==> config.mk <==
export PLATFORM = sky130hd
export DESIGN_NAME = wbs_uart
export DESIGN_NICKNAME = d
export VERILOG_FILES = /design/src/rtl/wbs_uart_pkg.sv /design/src/rtl/wbs_uart_fifo.sv /design/src/rtl/wbs_uart.sv
export SDC_FILE = /design/constraint.sdc
export NUM_CORES = 1
export LEC_CHECK = 0
export ABC_AREA = 1
export CORE_MARGIN = 2
export CORE_UTILIZATION = 50
export DETAILED_ROUTE_END_ITERATION = 8
export DONT_BUFFER_PORTS = 1
export RECOVER_POWER = 50
export SLEW_MARGIN = 20
export SYNTH_ARGS = -nofsm -noshare
export SYNTH_HDL_FRONTEND = slang
export SYNTH_SLANG_ARGS = --single-unit
==> constraint.sdc <==
create_clock -name wb_clk_i -period 2.5 [get_ports wb_clk_i]
set_input_delay 0.375 -clock wb_clk_i [delete_from_list [all_inputs] [get_ports wb_clk_i]]
set_output_delay 0.375 -clock wb_clk_i [all_outputs]
set_load 0.005 [all_outputs]
==> src/rtl/wbs_uart_pkg.sv <==
// Shared definitions for the Wishbone UART: register indices, STATUS bit
// positions, TX/RX state encodings and the divisor floor.
package wbs_uart_pkg;

  localparam logic [1:0] REG_DATA   = 2'd0;
  localparam logic [1:0] REG_STATUS = 2'd1;
  localparam logic [1:0] REG_DIV    = 2'd2;

  localparam int ST_TX_FULL  = 0;
  localparam int ST_TX_EMPTY = 1;
  localparam int ST_TX_BUSY  = 2;
  localparam int ST_RX_VALID = 3;
  localparam int ST_RX_OVR   = 4;
  localparam int ST_RX_FERR  = 5;

  localparam logic [15:0] DIV_MIN = 16'd2;

  typedef enum logic [1:0] {TX_IDLE, TX_START, TX_DATA, TX_STOP} tx_state_e;
  typedef enum logic [1:0] {RX_IDLE, RX_START, RX_DATA, RX_STOP} rx_state_e;

  // Divisors below DIV_MIN cannot produce a sensible bit period.
  function automatic logic [15:0] eff_div(input logic [15:0] d);
    return (d < DIV_MIN) ? DIV_MIN : d;
  endfunction

endpackage

==> src/rtl/wbs_uart_fifo.sv <==
// Synchronous FIFO with one extra pointer bit to tell full from empty.
// Push while full and pop while empty are ignored.
module wbs_uart_fifo #(
  parameter int WIDTH = 8,
  parameter int DEPTH = 8
) (
  input  logic             clk,
  input  logic             rst_n,
  input  logic             push,
  input  logic [WIDTH-1:0] wdata,
  input  logic             pop,
  output logic [WIDTH-1:0] rdata,
  output logic             full,
  output logic             empty
);

  localparam int AW = $clog2(DEPTH);

  logic [WIDTH-1:0] mem [DEPTH];
  logic [AW:0]      wptr;
  logic [AW:0]      rptr;
  logic             do_push;
  logic             do_pop;

  assign full    = (wptr[AW] != rptr[AW]) && (wptr[AW-1:0] == rptr[AW-1:0]);
  assign empty   = (wptr == rptr);
  assign do_push = push & ~full;
  assign do_pop  = pop & ~empty;
  assign rdata   = mem[rptr[AW-1:0]];

  // Pointer update; each pointer wraps modulo 2*DEPTH.
  always_ff @(posedge clk or negedge rst_n) begin
    if (!rst_n) begin
      wptr <= '0;
      rptr <= '0;
    end else begin
      if (do_push) wptr <= wptr + (AW+1)'(1);
      if (do_pop)  rptr <= rptr + (AW+1)'(1);
    end
  end

  // Storage write; contents need no reset since empty gates the read side.
  always_ff @(posedge clk) begin
    if (do_push) mem[wptr[AW-1:0]] <= wdata;
  end

endmodule

==> src/rtl/wbs_uart.sv <==
// Wishbone B4 pipelined slave driving an 8N1 UART transmitter through a
// TX FIFO with a programmable baud divisor.
// Define WBS_UART_RX_EN to compile in the receiver.
// Bus handshake: a request is taken when cyc & stb & !stall; stall only
// rises for a DATA byte push into a full FIFO; ack is a registered pulse
// one cycle after acceptance, carrying read data in that same cycle.
module wbs_uart
  import wbs_uart_pkg::*;
#(
  parameter int          FIFO_DEPTH = 8,
  parameter logic [15:0] DIV_RESET  = 16'd104
) (
  input  logic        wb_clk_i,
  input  logic        wb_rst_ni,
  input  logic        wb_cyc_i,
  input  logic        wb_stb_i,
  input  logic        wb_we_i,
  input  logic [3:0]  wb_sel_i,
  input  logic [15:0] wb_adr_i,
  input  logic [31:0] wb_dat_i,
  output logic [31:0] wb_dat_o,
  output logic        wb_stall_o,
  output logic        wb_ack_o,
  output logic        uart_tx,
  input  logic        uart_rx
);

  logic        accept;
  logic        is_data;
  logic        push;
  logic        pop;
  logic        full;
  logic        empty;
  logic [7:0]  fifo_rdata;
  logic [15:0] div_q;
  logic [31:0] rd_word;

  tx_state_e   tx_state;
  logic [15:0] tx_cnt;
  logic [15:0] tx_div;
  logic [7:0]  tx_shift;
  logic [2:0]  tx_bit;
  logic        tx_bit_end;

  logic [7:0]  rx_byte;
  logic        rx_valid;
  logic        rx_overrun;
  logic        rx_ferr;

  logic        unused_bits;
  assign unused_bits = ^{wb_adr_i[15:2], wb_dat_i[31:16], wb_sel_i[3:2]};

  assign is_data    = (wb_adr_i[1:0] == REG_DATA);
  assign wb_stall_o = wb_cyc_i & wb_stb_i & wb_we_i & is_data & wb_sel_i[0] & full;
  assign accept     = wb_cyc_i & wb_stb_i & ~wb_stall_o;
  assign push       = accept & wb_we_i & is_data & wb_sel_i[0];
  assign pop        = (tx_state == TX_IDLE) & ~empty;
  assign tx_bit_end = (tx_cnt == tx_div - 16'd1);

  wbs_uart_fifo #(
    .WIDTH (8),
    .DEPTH (FIFO_DEPTH)
  ) u_fifo (
    .clk   (wb_clk_i),
    .rst_n (wb_rst_ni),
    .push  (push),
    .wdata (wb_dat_i[7:0]),
    .pop   (pop),
    .rdata (fifo_rdata),
    .full  (full),
    .empty (empty)
  );

  // Read mux; STATUS shows the state as it stands in the accept cycle.
  always_comb begin
    rd_word = '0;
    case (wb_adr_i[1:0])
      REG_DATA:   rd_word[7:0] = rx_byte;
      REG_STATUS: begin
        rd_word[ST_TX_FULL]  = full;
        rd_word[ST_TX_EMPTY] = empty;
        rd_word[ST_TX_BUSY]  = (tx_state != TX_IDLE);
        rd_word[ST_RX_VALID] = rx_valid;
        rd_word[ST_RX_OVR]   = rx_overrun;
        rd_word[ST_RX_FERR]  = rx_ferr;
      end
      REG_DIV:    rd_word[15:0] = div_q;
      default:    rd_word = '0;
    endcase
  end

  // Bus response and divisor register.
  always_ff @(posedge wb_clk_i or negedge wb_rst_ni) begin
    if (!wb_rst_ni) begin
      wb_ack_o <= 1'b0;
      wb_dat_o <= '0;
      div_q    <= DIV_RESET;
    end else begin
      wb_ack_o <= accept;
      wb_dat_o <= (accept & ~wb_we_i) ? rd_word : '0;
      if (accept & wb_we_i & (wb_adr_i[1:0] == REG_DIV)) begin
        if (wb_sel_i[0]) div_q[7:0]  <= wb_dat_i[7:0];
        if (wb_sel_i[1]) div_q[15:8] <= wb_dat_i[15:8];
      end
    end
  end

  // TX FSM; uart_tx is registered and the divisor is frozen for each frame.
  always_ff @(posedge wb_clk_i or negedge wb_rst_ni) begin
    if (!wb_rst_ni) begin
      tx_state <= TX_IDLE;
      uart_tx  <= 1'b1;
      tx_cnt   <= '0;
      tx_div   <= DIV_MIN;
      tx_shift <= '0;
      tx_bit   <= '0;
    end else begin
      case (tx_state)
        TX_IDLE: begin
          uart_tx <= 1'b1;
          if (!empty) begin
            tx_shift <= fifo_rdata;
            tx_div   <= eff_div(div_q);
            tx_cnt   <= '0;
            uart_tx  <= 1'b0;
            tx_state <= TX_START;
          end
        end
        TX_START: begin
          if (tx_bit_end) begin
            tx_cnt   <= '0;
            tx_bit   <= '0;
            uart_tx  <= tx_shift[0];
            tx_state <= TX_DATA;
          end else begin
            tx_cnt <= tx_cnt + 16'd1;
          end
        end
        TX_DATA: begin
          if (tx_bit_end) begin
            tx_cnt <= '0;
            if (tx_bit == 3'd7) begin
              uart_tx  <= 1'b1;
              tx_state <= TX_STOP;
            end else begin
              tx_bit   <= tx_bit + 3'd1;
              tx_shift <= tx_shift >> 1;
              uart_tx  <= tx_shift[1];
            end
          end else begin
            tx_cnt <= tx_cnt + 16'd1;
          end
        end
        TX_STOP: begin
          if (tx_bit_end) begin
            tx_cnt   <= '0;
            tx_state <= TX_IDLE;
          end else begin
            tx_cnt <= tx_cnt + 16'd1;
          end
        end
        default: tx_state <= TX_IDLE;
      endcase
    end
  end

`ifdef WBS_UART_RX_EN
  rx_state_e   rx_state;
  logic        rx_s1;
  logic        rx_s2;
  logic        rx_prev;
  logic [15:0] rx_cnt;
  logic [15:0] rx_div;
  logic [7:0]  rx_shift;
  logic [2:0]  rx_bit;
  logic        rd_data_clr;
  logic        rd_status_clr;
  logic        rx_valid_eff;

  assign rd_data_clr   = accept & ~wb_we_i & is_data;
  assign rd_status_clr = accept & ~wb_we_i & (wb_adr_i[1:0] == REG_STATUS);
  // A byte landing in the same cycle as a DATA read is not an overrun.
  assign rx_valid_eff  = rx_valid & ~rd_data_clr;

  // Two-flop synchronizer plus one history flop for edge detection.
  always_ff @(posedge wb_clk_i or negedge wb_rst_ni) begin
    if (!wb_rst_ni) begin
      rx_s1   <= 1'b1;
      rx_s2   <= 1'b1;
      rx_prev <= 1'b1;
    end else begin
      rx_s1   <= uart_rx;
      rx_s2   <= rx_s1;
      rx_prev <= rx_s2;
    end
  end

  // RX FSM and flags; a new event in the same cycle as a clear wins.
  always_ff @(posedge wb_clk_i or negedge wb_rst_ni) begin
    if (!wb_rst_ni) begin
      rx_state   <= RX_IDLE;
      rx_cnt     <= '0;
      rx_div     <= DIV_MIN;
      rx_shift   <= '0;
      rx_bit     <= '0;
      rx_byte    <= '0;
      rx_valid   <= 1'b0;
      rx_overrun <= 1'b0;
      rx_ferr    <= 1'b0;
    end else begin
      if (rd_data_clr) rx_valid <= 1'b0;
      if (rd_status_clr) begin
        rx_overrun <= 1'b0;
        rx_ferr    <= 1'b0;
      end
      case (rx_state)
        RX_IDLE: begin
          if (rx_prev & ~rx_s2) begin
            rx_div   <= eff_div(div_q);
            rx_cnt   <= '0;
            rx_state <= RX_START;
          end
        end
        RX_START: begin
          if (rx_cnt == (rx_div >> 1) - 16'd1) begin
            rx_cnt <= '0;
            rx_bit <= '0;
            rx_state <= rx_s2 ? RX_IDLE : RX_DATA;
          end else begin
            rx_cnt <= rx_cnt + 16'd1;
          end
        end
        RX_DATA: begin
          if (rx_cnt == rx_div - 16'd1) begin
            rx_cnt   <= '0;
            rx_shift <= {rx_s2, rx_shift[7:1]};
            if (rx_bit == 3'd7) rx_state <= RX_STOP;
            else                rx_bit   <= rx_bit + 3'd1;
          end else begin
            rx_cnt <= rx_cnt + 16'd1;
          end
        end
        RX_STOP: begin
          if (rx_cnt == rx_div - 16'd1) begin
            rx_cnt   <= '0;
            rx_state <= RX_IDLE;
            if (!rx_s2) begin
              rx_ferr <= 1'b1;
            end else if (rx_valid_eff) begin
              rx_overrun <= 1'b1;
            end else begin
              rx_byte  <= rx_shift;
              rx_valid <= 1'b1;
            end
          end else begin
            rx_cnt <= rx_cnt + 16'd1;
          end
        end
        default: rx_state <= RX_IDLE;
      endcase
    end
  end
`else
  logic unused_rx;
  assign unused_rx  = uart_rx;
  assign rx_byte    = '0;
  assign rx_valid   = 1'b0;
  assign rx_overrun = 1'b0;
  assign rx_ferr    = 1'b0;
`endif

endmodule

==> metrics <==
status=finished, final reports clean; Max Clk Rate=0.434 GHz; Port Buffers=0; GRT Total Usage=20.6%; setup_tns=0 ns; CTS tree=yes; maximum vdd drop=0.513 mV; total CTS buffers=17; Crit. End Element=flip-flop; # rows=between 40 and 50; root buf cell=clkbuf_16; ANT nets after route=0; GR Overflow Total=0; max_slew headroom=19.4%; power per cell area=approximately 660 mW/mm2; final period utilization=between 90 and 100%; hpwl dp=roughly 11000 um; Design Power=5.35 mW; Worst-Skew Late Latency=0.42 ns; Core Area=0.0145 mm2; largest net degree at the start of global routing=88; most area-consuming cells after synthesis=dfrtp_1 (28%), edfxtp_1 (26%), nand2_1 (9.0%); layout cells sized above 1=around 11%; Worst Reg-to-Reg Cells=16; Area Growth Syn to Fin=10.5%; RSZ-0062 raised after global routing=no; Die Area=around 0.016 mm2; leakage dissipation=3.63 nW; top-area cell type share of the netlist area=27.9%; crit-path max FO=8; Max-cap violations=0; final slew viol count=0; Vias=5361; main flop type after synthesis=dfrtp_1; vias per std cell=roughly 5.3; commonest non-fill, non-tap cell in the layout=nand2_1; Mapped Avg Cell Area=9.12 um2; Fin. Hold Viols=0; Nets=894; Setup-failing EPs final=0; antenna violations before repair=1; Setup CP Type=reg2reg; H-tree Lvls=4; RD Place Congestion=around 0.87; Yosys reg bits=between 150 and 200; Post-Synthesis Cells=about 800; # diodes=0; EDFF count, synth=between 60 and 70; Yosys Warn Count=0; Seq/Total Area, Yosys=between 50% and 60%; Routed Wire Length=15600 um; post-synth top area cell=dfrtp_1; global-route wire length before repair=25600 um; initial core utilization=50.8%; 1st-iter DRT viols=333; Clock Sinks=around 150; Post-CTS Setup Repair Bufs=0; vias in the first global route=around 5200; routed len/inst=15.3 um; Bufs on Longest Clock Path=2; Clock Skews=0.0224 ns; hold path depth=0; Die Height=approximately 130 um; Die X=125 um; Synth cell types=41; Worst Path Arrival=around 2.6 ns; worst slew pin tran=roughly 1.2 ns; fin crit period=approximately 2.3 ns; clock slew at reported path FFs=0.07 ns; commonest non-fill, non-tap cells in the layout=nand2_1 (174), nor2_1 (118), dfrtp_1 (82); DRC=0; CP required=approximately 2.8 ns; Synth Cell Area=between 0.007 and 0.008 mm2; Worst setup SP type=flip-flop; 1st-pass router iterations=4; Async SR Flop Fraction=57.6%; hold crit path type=in2reg; # IOs=93
-- registers in the layout (all words and copies together) (netlist names) --
| signal | flops |
|---|---|
| u_fifo.mem | 64 |
| div_q | 16 |
| tx_cnt | 16 |
| tx_div | 16 |
| wb_dat_o | 16 |
| tx_shift | 8 |
| u_fifo.rptr | 4 |
| u_fifo.wptr | 4 |
| tx_bit | 3 |
| tx_state | 2 |
| uart_tx | 1 |
| wb_ack_o | 1 |
-- power breakdown --
group	internal, mW	leakage, nW	switching, mW
Combinational	0.0557	1.74	0.135
Clock	1.35	0.283	1.09
Sequential	2.67	1.61	0.0542
Total	4.07	3.63	1.28
-- cell type report --
cell class | instances | area (um2)
clock buffer | 19 | 443
inverter | 76 | 287
fill | 1309 | 6340
multi-input combinational | 558 | 2790
tap | 184 | 230
timing repair buffer | 18 | 150
clock inverter | 13 | 128
sequential | 151 | 4110
-- Yosys cell counts (2+ instances only) --
cell type	number
nor2_4	2
xor2_1	21
nand4_1	12
clkbuf_1	12
nor3_1	16
nor3_2	2
a21oi_1	20
o22ai_1	15
inv_2	3
mux2_2	2
nand2_2	6
edfxtp_1	64
nor4_1	6
buf_4	18
nor2_2	9
a21oi_2	2
nand3_1	33
o21ai_0	59
dfstp_2	5
xnor2_1	3
or2_2	4
dfrtp_1	82
nand2_1	176
a31oi_1	9
inv_1	71
nor2_8	2
nor2_1	119
buf_6	4
o21a_1	3
ha_1	14
buf_2	3
-- critical path, cell delays in order, from the launching register on --
cell	delay (ns)
dfstp_2	0.56
inv_1	0.06
ha_1	0.22
nand2_1	0.13
nor2_1	0.07
nand2_1	0.09
nand2_1	0.06
nand3_1	0.07
nand2_1	0.09
nor2_2	0.14
nand3_1	0.08
nor2_1	0.10
nor2_1	0.05
nor2_2	0.17
nand2_2	0.15
nand2_1	0.10
nand2_1	0.05
-- routing by layer --
layer,vias up,global-route usage (%),wire length [um]
met5,-,0,13
met4,2,6.73,168
met3,14,5.43,785
met2,130,31.5,7080
met1,2546,28.8,7580
li1,2669,-,-
-- kinds of logic (layout without fill, tap and decap cells) --
kind of cell / count (synthesis) / in the layout / share of synthesized area [%]
and+or+nand+nor: 392 / 392 / 23.2
DFF: 151 / 151 / 55.8
other: 1 / 16 / 0.0510
buffers and inverters: 113 / 126 / 7.16
muxes: 2 / 2 / 0.306
AOI/OAI and AO/OA: 110 / 110 / 8.28
xor gates and xnor gates: 24 / 24 / 2.86
adders and majority gates: 14 / 14 / 2.38
-- stage by stage --
stage               instances  hold WS, ns  worst slack (ns)  utilization, %  cell area, um2
finish                   1019       0.0442             0.196            56.2            8130
global route             1019       0.0223            0.0101            56.2            8130
CTS                      1019       0.0310             0.215            56.3            8150
detailed placement        985       0.0820             0.223            52.1            7540
global placement          985       0.0816             0.254            52.1            7540
floorplan                 822       0.0794             0.340               -            7420
-- worst paths after layout --
check                             from                to  slack (ns)
max in group asynchronous    wb_rst_ni         tx_div[0]        0.96
min in group asynchronous    wb_rst_ni        tx_cnt[11]        0.79
max reg2reg                  tx_div[1]       tx_shift[3]        0.20
min                        wb_dat_i[2]  u_fifo.mem[2][2]        0.04
max                          tx_div[1]       tx_shift[3]        0.20
min reg2reg                tx_shift[0]       tx_shift[0]        0.48
-- repair_timing --
item | 4_1_cts | 5_1_grt
endpoints found under the setup margin | 0 | 9
hold buffers | 2 | 0
hold endpoints to repair | 87 | 0
resized for setup | 0 | 4
Note: power is estimated with default switching activity, not from simulation.
